<file path="config.mk">
export PLATFORM = sky130hd
export DESIGN_NAME = anneal_ctrl_flat
export DESIGN_NICKNAME = d
export VERILOG_FILES = /design/src/rtl/anneal_pkg.sv /design/src/rtl/anneal_ctrl_if.sv /design/src/rtl/anneal_ctrl_phase_agree.sv /design/src/rtl/anneal_ctrl.sv /design/src/flat_wrapper.sv
export SDC_FILE = /design/constraint.sdc
export NUM_CORES = 1
export LEC_CHECK = 0
export CAP_MARGIN = 20
export CORE_ASPECT_RATIO = 0.75
export CORE_MARGIN = 1.5
export CORE_UTILIZATION = 45
export CTS_CLUSTER_DIAMETER = 120
export DETAILED_ROUTE_END_ITERATION = 12
export DONT_BUFFER_PORTS = 1
export PLACE_DENSITY = 0.59
export SLEW_MARGIN = 20
export SYNTH_ARGS = -nofsm -noshare
export SYNTH_HDL_FRONTEND = slang
export SYNTH_SLANG_ARGS = --single-unit
</file>
<file path="constraint.sdc">
create_clock -name clk -period 2.7 [get_ports clk]
set_input_delay 0.54 -clock clk [delete_from_list [all_inputs] [get_ports clk]]
set_output_delay 0.54 -clock clk [all_outputs]
set_load 0.03 [all_outputs]
</file>
<file path="src/rtl/anneal_pkg.sv">
// Shared types and helpers for the anneal run controller.
// The matrix wiring and the test benches also use these helpers.
package anneal_pkg;

    typedef enum logic [2:0] {
        ST_IDLE   = 3'd0,
        ST_HOLD   = 3'd1,
        ST_SETTLE = 3'd2,
        ST_SAMPLE = 3'd3,
        ST_DONE   = 3'd4
    } state_t;

    function automatic int max_int(input int a, input int b);
        return (a > b) ? a : b;
    endfunction

    // Coupling pair (i,j), i < j, to flat index k: j outer, i inner.
    function automatic int pair_index(input int i, input int j);
        return (j * (j - 1)) / 2 + i;
    endfunction

    // Middle level of the weight range means no coupling.
    function automatic int neutral_weight(input int num_weights);
        return num_weights / 2;
    endfunction

endpackage

</file>
<file path="src/rtl/anneal_ctrl_if.sv">
// Host-side coupling-weight write channel (valid/ready).
interface anneal_ctrl_if #(
    parameter int AW = 2,
    parameter int DW = 3
);
    logic          cfg_valid;
    logic          cfg_ready;
    logic [AW-1:0] cfg_addr;
    logic [DW-1:0] cfg_data;

    modport master (output cfg_valid, output cfg_addr, output cfg_data, input cfg_ready);
    modport slave  (input cfg_valid, input cfg_addr, input cfg_data, output cfg_ready);
endinterface

</file>
<file path="src/rtl/anneal_ctrl_phase_agree.sv">
// One oscillator's synchroniser, agreement counter against oscillator 0,
// and majority decision over the sample window.
module phase_agree #(
    parameter int SAMPLE_CYCLES = 16
) (
    input  logic clk,
    input  logic rstn,
    input  logic i_osc,
    input  logic i_ref_sync,
    input  logic i_clear,
    input  logic i_sample,
    output logic o_spin
);
    localparam int CW = $clog2(SAMPLE_CYCLES + 1);

    logic [1:0]    r_sync;
    logic [CW-1:0] r_agree;
    logic [CW-1:0] w_agree_nxt;
    logic          w_hit;

    assign w_hit       = i_sample && (r_sync[1] == i_ref_sync);
    assign w_agree_nxt = r_agree + CW'(w_hit);

    always_ff @(posedge clk) begin
        if (!rstn) begin
            r_sync  <= '0;
            r_agree <= '0;
        end else begin
            r_sync <= {r_sync[0], i_osc};
            if (i_clear) r_agree <= '0;
            else         r_agree <= w_agree_nxt;
        end
    end

    // Decision includes the current cycle's sample; a tie stays in-phase.
    assign o_spin = (2 * 32'(w_agree_nxt)) < SAMPLE_CYCLES;

endmodule

</file>
<file path="src/rtl/anneal_ctrl.sv">
// Run controller for the oscillator array: weight bank, reset/settle/sample
// sequencing and spin resolution relative to oscillator 0.
//   state  | meaning
//   IDLE   | waiting for start, weight writes accepted, matrix held in reset
//   HOLD   | matrix reset for RST_CYCLES
//   SETTLE | matrix free-running for the latched run_cycles
//   SAMPLE | counting per-oscillator phase agreement for SAMPLE_CYCLES
//   DONE   | spins updated, done pulse, matrix back in reset
module anneal_ctrl
    import anneal_pkg::*;
#(
    parameter int N             = 3,
    parameter int NUM_WEIGHTS   = 5,
    parameter int RST_CYCLES    = 4,
    parameter int SAMPLE_CYCLES = 16,
    parameter int RUN_W         = 16,
    localparam int P            = N * (N - 1) / 2,
    localparam int WW           = $clog2(NUM_WEIGHTS)
) (
    input  logic             clk,
    input  logic             rstn,
    anneal_ctrl_if.slave     cfg,
    input  logic             start,
    input  logic             abort,
    input  logic [RUN_W-1:0] run_cycles,
    output logic             busy,
    output logic             done,
    output logic [N-1:0]     spins,
    output logic             mat_rstn,
    output logic [P*WW-1:0]  mat_weights,
    input  logic [N-1:0]     mat_outputs
);
    localparam int CNT_W = max_int(RUN_W, max_int($clog2(RST_CYCLES + 1), $clog2(SAMPLE_CYCLES + 1)));
    localparam logic [WW-1:0] W_NEUTRAL = WW'(neutral_weight(NUM_WEIGHTS));
    localparam logic [WW-1:0] W_MAX     = WW'(NUM_WEIGHTS - 1);

    state_t           r_state;
    state_t           w_state_nxt;
    logic [CNT_W-1:0] r_cnt;
    logic [RUN_W-1:0] r_run_cycles;
    logic [WW-1:0]    r_weights [P];
    logic [N-1:0]     r_spins;
    logic [1:0]       r_sync0;
    logic [N-1:0]     w_spin;
    logic             w_tc;
    logic             w_start_acc;
    logic             w_cfg_wr;
    logic             w_sampling;
    logic             w_resolve;

    assign w_tc        = (r_cnt == '0);
    assign w_start_acc = (r_state == ST_IDLE) && start;
    assign w_cfg_wr    = (r_state == ST_IDLE) && cfg.cfg_valid;
    assign w_sampling  = (r_state == ST_SAMPLE);
    assign w_resolve   = (r_state == ST_SAMPLE) && (w_state_nxt == ST_DONE);

    always_ff @(posedge clk) begin
        if (!rstn) r_state <= ST_IDLE;
        else       r_state <= w_state_nxt;
    end

    always_comb begin
        w_state_nxt = r_state;
        case (r_state)
            ST_IDLE:   if (start) w_state_nxt = ST_HOLD;
            ST_HOLD:   if (w_tc) w_state_nxt = (r_run_cycles == '0) ? ST_SAMPLE : ST_SETTLE;
            ST_SETTLE: if (w_tc) w_state_nxt = ST_SAMPLE;
            ST_SAMPLE: if (w_tc) w_state_nxt = ST_DONE;
            ST_DONE:   w_state_nxt = ST_IDLE;
            default:   w_state_nxt = ST_IDLE;
        endcase
        // abort overrides any phase transition
        if (abort && (r_state != ST_IDLE)) w_state_nxt = ST_IDLE;
    end

    always_comb begin
        busy          = 1'b0;
        done          = 1'b0;
        mat_rstn      = 1'b0;
        cfg.cfg_ready = 1'b0;
        case (r_state)
            ST_IDLE:   cfg.cfg_ready = 1'b1;
            ST_HOLD:   busy = 1'b1;
            ST_SETTLE: begin busy = 1'b1; mat_rstn = 1'b1; end
            ST_SAMPLE: begin busy = 1'b1; mat_rstn = 1'b1; end
            ST_DONE:   begin busy = 1'b1; done = 1'b1; end
            default:   cfg.cfg_ready = 1'b0;
        endcase
    end

    // Phase timer: loaded with length-1 on entry, leaves the phase at zero.
    always_ff @(posedge clk) begin
        if (!rstn) begin
            r_cnt <= '0;
        end else if (w_state_nxt != r_state) begin
            case (w_state_nxt)
                ST_HOLD:   r_cnt <= CNT_W'(RST_CYCLES - 1);
                ST_SETTLE: r_cnt <= CNT_W'(r_run_cycles - RUN_W'(1));
                ST_SAMPLE: r_cnt <= CNT_W'(SAMPLE_CYCLES - 1);
                default:   r_cnt <= '0;
            endcase
        end else if (!w_tc) begin
            r_cnt <= r_cnt - CNT_W'(1);
        end
    end

    always_ff @(posedge clk) begin
        if (!rstn) begin
            r_run_cycles <= '0;
            r_spins      <= '0;
            r_sync0      <= '0;
        end else begin
            r_sync0 <= {r_sync0[0], mat_outputs[0]};
            if (w_start_acc) r_run_cycles <= run_cycles;
            if (w_resolve)   r_spins      <= w_spin;
        end
    end

    // Out-of-range addresses are accepted and dropped; levels clamp to the top.
    always_ff @(posedge clk) begin
        if (!rstn) begin
            for (int k = 0; k < P; k++) r_weights[k] <= W_NEUTRAL;
        end else if (w_cfg_wr) begin
            for (int k = 0; k < P; k++) begin
                if (32'(cfg.cfg_addr) == k)
                    r_weights[k] <= (32'(cfg.cfg_data) >= NUM_WEIGHTS) ? W_MAX : cfg.cfg_data;
            end
        end
    end

    for (genvar gk = 0; gk < P; gk++) begin : g_wflat
        assign mat_weights[gk*WW +: WW] = r_weights[gk];
    end

    assign w_spin[0] = 1'b0;
    for (genvar gi = 1; gi < N; gi++) begin : g_osc
        phase_agree #(.SAMPLE_CYCLES(SAMPLE_CYCLES)) u_agree (
            .clk        (clk),
            .rstn       (rstn),
            .i_osc      (mat_outputs[gi]),
            .i_ref_sync (r_sync0[1]),
            .i_clear    (w_start_acc),
            .i_sample   (w_sampling),
            .o_spin     (w_spin[gi])
        );
    end

    assign spins = r_spins;

endmodule

</file>
<file path="src/flat_wrapper.sv">
// flat-port wrapper written by rule: the top's interface ports become plain ports
module anneal_ctrl_flat import anneal_pkg::*;
#(
    parameter int N             = 3,
    parameter int NUM_WEIGHTS   = 5,
    parameter int RST_CYCLES    = 4,
    parameter int SAMPLE_CYCLES = 16,
    parameter int RUN_W         = 16,
    localparam int P            = N * (N - 1) / 2,
    localparam int WW           = $clog2(NUM_WEIGHTS)
)
  (clk, rstn, start, abort, run_cycles, busy, done, spins, mat_rstn, mat_weights, mat_outputs, cfg_cfg_valid, cfg_cfg_addr, cfg_cfg_data, cfg_cfg_ready);
  anneal_ctrl_if #(.AW((2)), .DW((3))) cfg_i ();
  input  logic clk;
  input  logic rstn;
  input  logic start;
  input  logic abort;
  input  logic [RUN_W-1:0] run_cycles;
  output logic busy;
  output logic done;
  output logic [N-1:0] spins;
  output logic mat_rstn;
  output logic [P*WW-1:0] mat_weights;
  input  logic [N-1:0] mat_outputs;
  input wire logic [$bits(cfg_i.cfg_valid)-1:0] cfg_cfg_valid;
  input wire logic [$bits(cfg_i.cfg_addr)-1:0] cfg_cfg_addr;
  input wire logic [$bits(cfg_i.cfg_data)-1:0] cfg_cfg_data;
  output wire logic [$bits(cfg_i.cfg_ready)-1:0] cfg_cfg_ready;
  assign cfg_i.cfg_valid = cfg_cfg_valid;
  assign cfg_i.cfg_addr = cfg_cfg_addr;
  assign cfg_i.cfg_data = cfg_cfg_data;
  assign cfg_cfg_ready = cfg_i.cfg_ready;
  anneal_ctrl #(.N(N), .NUM_WEIGHTS(NUM_WEIGHTS), .RST_CYCLES(RST_CYCLES), .SAMPLE_CYCLES(SAMPLE_CYCLES), .RUN_W(RUN_W)) u_core (.clk(clk), .rstn(rstn), .cfg(cfg_i), .start(start), .abort(abort), .run_cycles(run_cycles), .busy(busy), .done(done), .spins(spins), .mat_rstn(mat_rstn), .mat_weights(mat_weights), .mat_outputs(mat_outputs));
endmodule
</file>
==> impl_results.md <==
- Status: completed
- Reg2reg start: u_core.r_cnt[11]
- TritonCTS Buffers: 9
- Final WL: 6750 µm
- RSZ-0062 raised after global routing: false
- Die Y: 75.8 µm
- Crit path kind: reg -> reg
- Longest Clk Path Bufs: 2
- Share of layout cells above drive strength 1: 0.150
- FMAX: 431 MHz
- CP max FO: 11
- Fin crit period: 2.32 ns
- Post-synth EDFFs: 9
- CTS H-Tree Depth: 3
- First-pass GRT wire length: 10,800 µm
- Final net count: 390
- Count of different cell masters after synthesis: 57
- Mapped Cells: 347
- PnR Total Power: 3.30 mW
- IO Count: 45
- Via Count: 2,401
- DRC: 0
- Data required, critical path: 2.96 ns
- WL/cell: 15.2 µm
- DRT Pass-1 Iters: 4
- Setup crit end kind: flip-flop
- Multi-input logic area: 0.00171 mm²
- DRT antenna net count: 0
- Total global-route track usage: 0.189
- CP Cell Sequence: nor4_2 -> nand2b_1 -> or4_1 -> o211a_1 -> o31ai_2
- Most used DFF post-synth: dfxtp_1
- Post-Route Utilization: 0.513
- Clock Skew: 0.0112 ns
- CTS tree: done
- Die Area: 0.00758 mm²
- Post-CTS setup buffers: 0
- Relative slew slack: 0.543
- Commonest non-fill, non-tap cell in the layout: nand2_1
- Synthesized net count: 382
- VDD IR-drop max: 446 µV
- Synth warn: 0
- Max_cap viols: 0
- Hold-fix buffers, CTS: 0
- Layout area overhead: 10.2%
- Finished Layout Cells: 444
- GR Overflow Total: 0
- Clock root cell: clkbuf_8
- PD cells: 940 mW/mm²
- Cell Area, Synth: 0.00318 mm²
- Initial DRC count: 155
- Async set-reset flop share out of synthesis: 0
- Synthesized flop and latch total: 62
- Initial cell density of the core: 0.465
- Critical path buffers and inverters: 0
- Syn avg cell area: 9.16 µm²
- Final number of setup-violating endpoints: 0
- TNS Setup: 0 ns
- Final period util: 0.860
- Sequential fraction of the synthesis area: 0.419
- Number of global-route vias before repair: 2,189
- CP top delay family: simple AND/OR/NAND/NOR gates
- Worst-margin pin slew: 0.681 ns
- Final Max Tran Viols: 0
- Placed Cells: 428
- Post-cts resize count: 0
- Ant. Diodes: 0
- CP max-delay cell: or4_1
- Final HPWL DP: 4910 µm
- FF/Latch Area: 0.00133 mm²
- Clock Latency Late Sink: 0.35 ns
- CP max stage delay: 0.51 ns
- Std cell rows: 26
- Placer's final routability congestion estimate: 0.831
- Via-per-instance ratio: 5.41
- Initial antenna violation count: 0
- CP startpoint: u_core.r_cnt[11]
- Leakage Power: 1.38 nW
- Fill count: 649
- Worst setup SP type: flip-flop
- Number of port buffers: 0
- Hold path start: rstn
- Worst-path clk slew: 0.08 ns
- Largest net degree at the start of global routing: 22
- Worst EP arrival: 2.58 ns
- Core Region: 0.00683 mm²
- Die X: 100 µm
- Final Hold Viols: 0
- Hold Path Class: in -> reg
- Clock sinks: 62
- Most frequent cells in the layout: 60 x nand2_1, 53 x dfxtp_1, 24 x xnor2_1, 22 x nor2_1, 16 x a21oi_1
-- cell type report --
| cell class | count | share of cell area |
|---|---|---|
| Tap cell | 84 | 0.0300 |
| Clock buffer | 9 | 0.0353 |
| Sequential cell | 62 | 0.380 |
| Clock inverter | 7 | 0.0296 |
| Inverter | 7 | 0.00750 |
| Multi-Input combinational cell | 261 | 0.488 |
| Timing Repair Buffer | 14 | 0.0300 |
-- synthesized netlist by cell type (all sizes together) (2+ instances only) --
cell	count	area [µm²]
o221a	2	22.5
nand4	5	31.3
nor2b	7	43.8
or2	2	12.5
xor2	14	123
edfxtp	9	270
nor3b	3	33.8
o21ai	4	20.0
xnor2	24	210
or4	3	23.8
inv	7	26.3
nand2	60	225
o31ai	15	163
buf	6	41.3
dfxtp	53	1060
and2	10	62.6
a21o	2	15.0
a22o	2	17.5
nand3	7	47.6
nor2	22	82.6
a211oi	2	15.0
nand2b	3	18.8
a21oi	16	80.1
or3	3	20.0
nor3	15	75.1
and3	7	45.1
nor4	7	65.1
ha	6	75.1
clkbuf	11	71.3
o21a	2	15.0
o211a	2	20.0
a311oi	4	41.3
-- report_power, final --
group | total, mW | leakage [nW] | internal [mW] | switching (mW)
sequential | 1.16 | 0.519 | 1.04 | 0.125
combinational | 1.19 | 0.744 | 0.511 | 0.675
clock | 0.949 | 0.115 | 0.533 | 0.417
-- through the flow --
step	setup WS (ns)	area (µm²)	hold slack (ns)
final	0.378	3500	0.307
after global routing	0.178	3500	0.302
after global placement	0.476	3280	0.418
after floorplan	0.473	3180	0.412
after CTS	0.390	3500	0.297
after detailed placement	0.410	3280	0.425
-- logic make-up after synthesis --
kind of cell	share of synthesized area
mux	0.00669
compound gates	0.143
flops	0.419
other cells	0.00118
xor+xnor	0.105
simple gates	0.258
buf+inv	0.0437
fa+ha+maj	0.0236
-- metal layers --
layer / up-vias / wire length, µm / global-route usage
met2: 55 / 2730 / 0.264
met4: 0 / 52 / 0.0704
li1: 1238 / - / -
met5: - / 0 / 0
met3: 4 / 441 / 0.0624
met1: 1104 / 3520 / 0.271
-- sequential cells by signal, summed over array words and instances, names as in the netlist --
name	count
u_core.r_sync0	2
u_core.r_cnt	16
u_core.g_osc.u_agree.r_sync	4
u_core.g_osc.u_agree.r_agree	10
u_core.spins	2
u_core.r_run_cycles	16
u_core.r_state	3
u_core.r_weights	9
-- path summary, 6_finish.rpt --
check                                      endpoint  slack, ns  cells after the start
setup reg to reg                   u_core.r_cnt[13]       0.38                      5
setup / recovery                   u_core.r_cnt[13]       0.38                      5
hold / removal    u_core.g_osc[1].u_agree.r_sync[0]       0.31                      1
hold reg to reg                   u_core.r_sync0[1]       0.44                      1
Note: power is estimated with default switching activity, not from simulation.
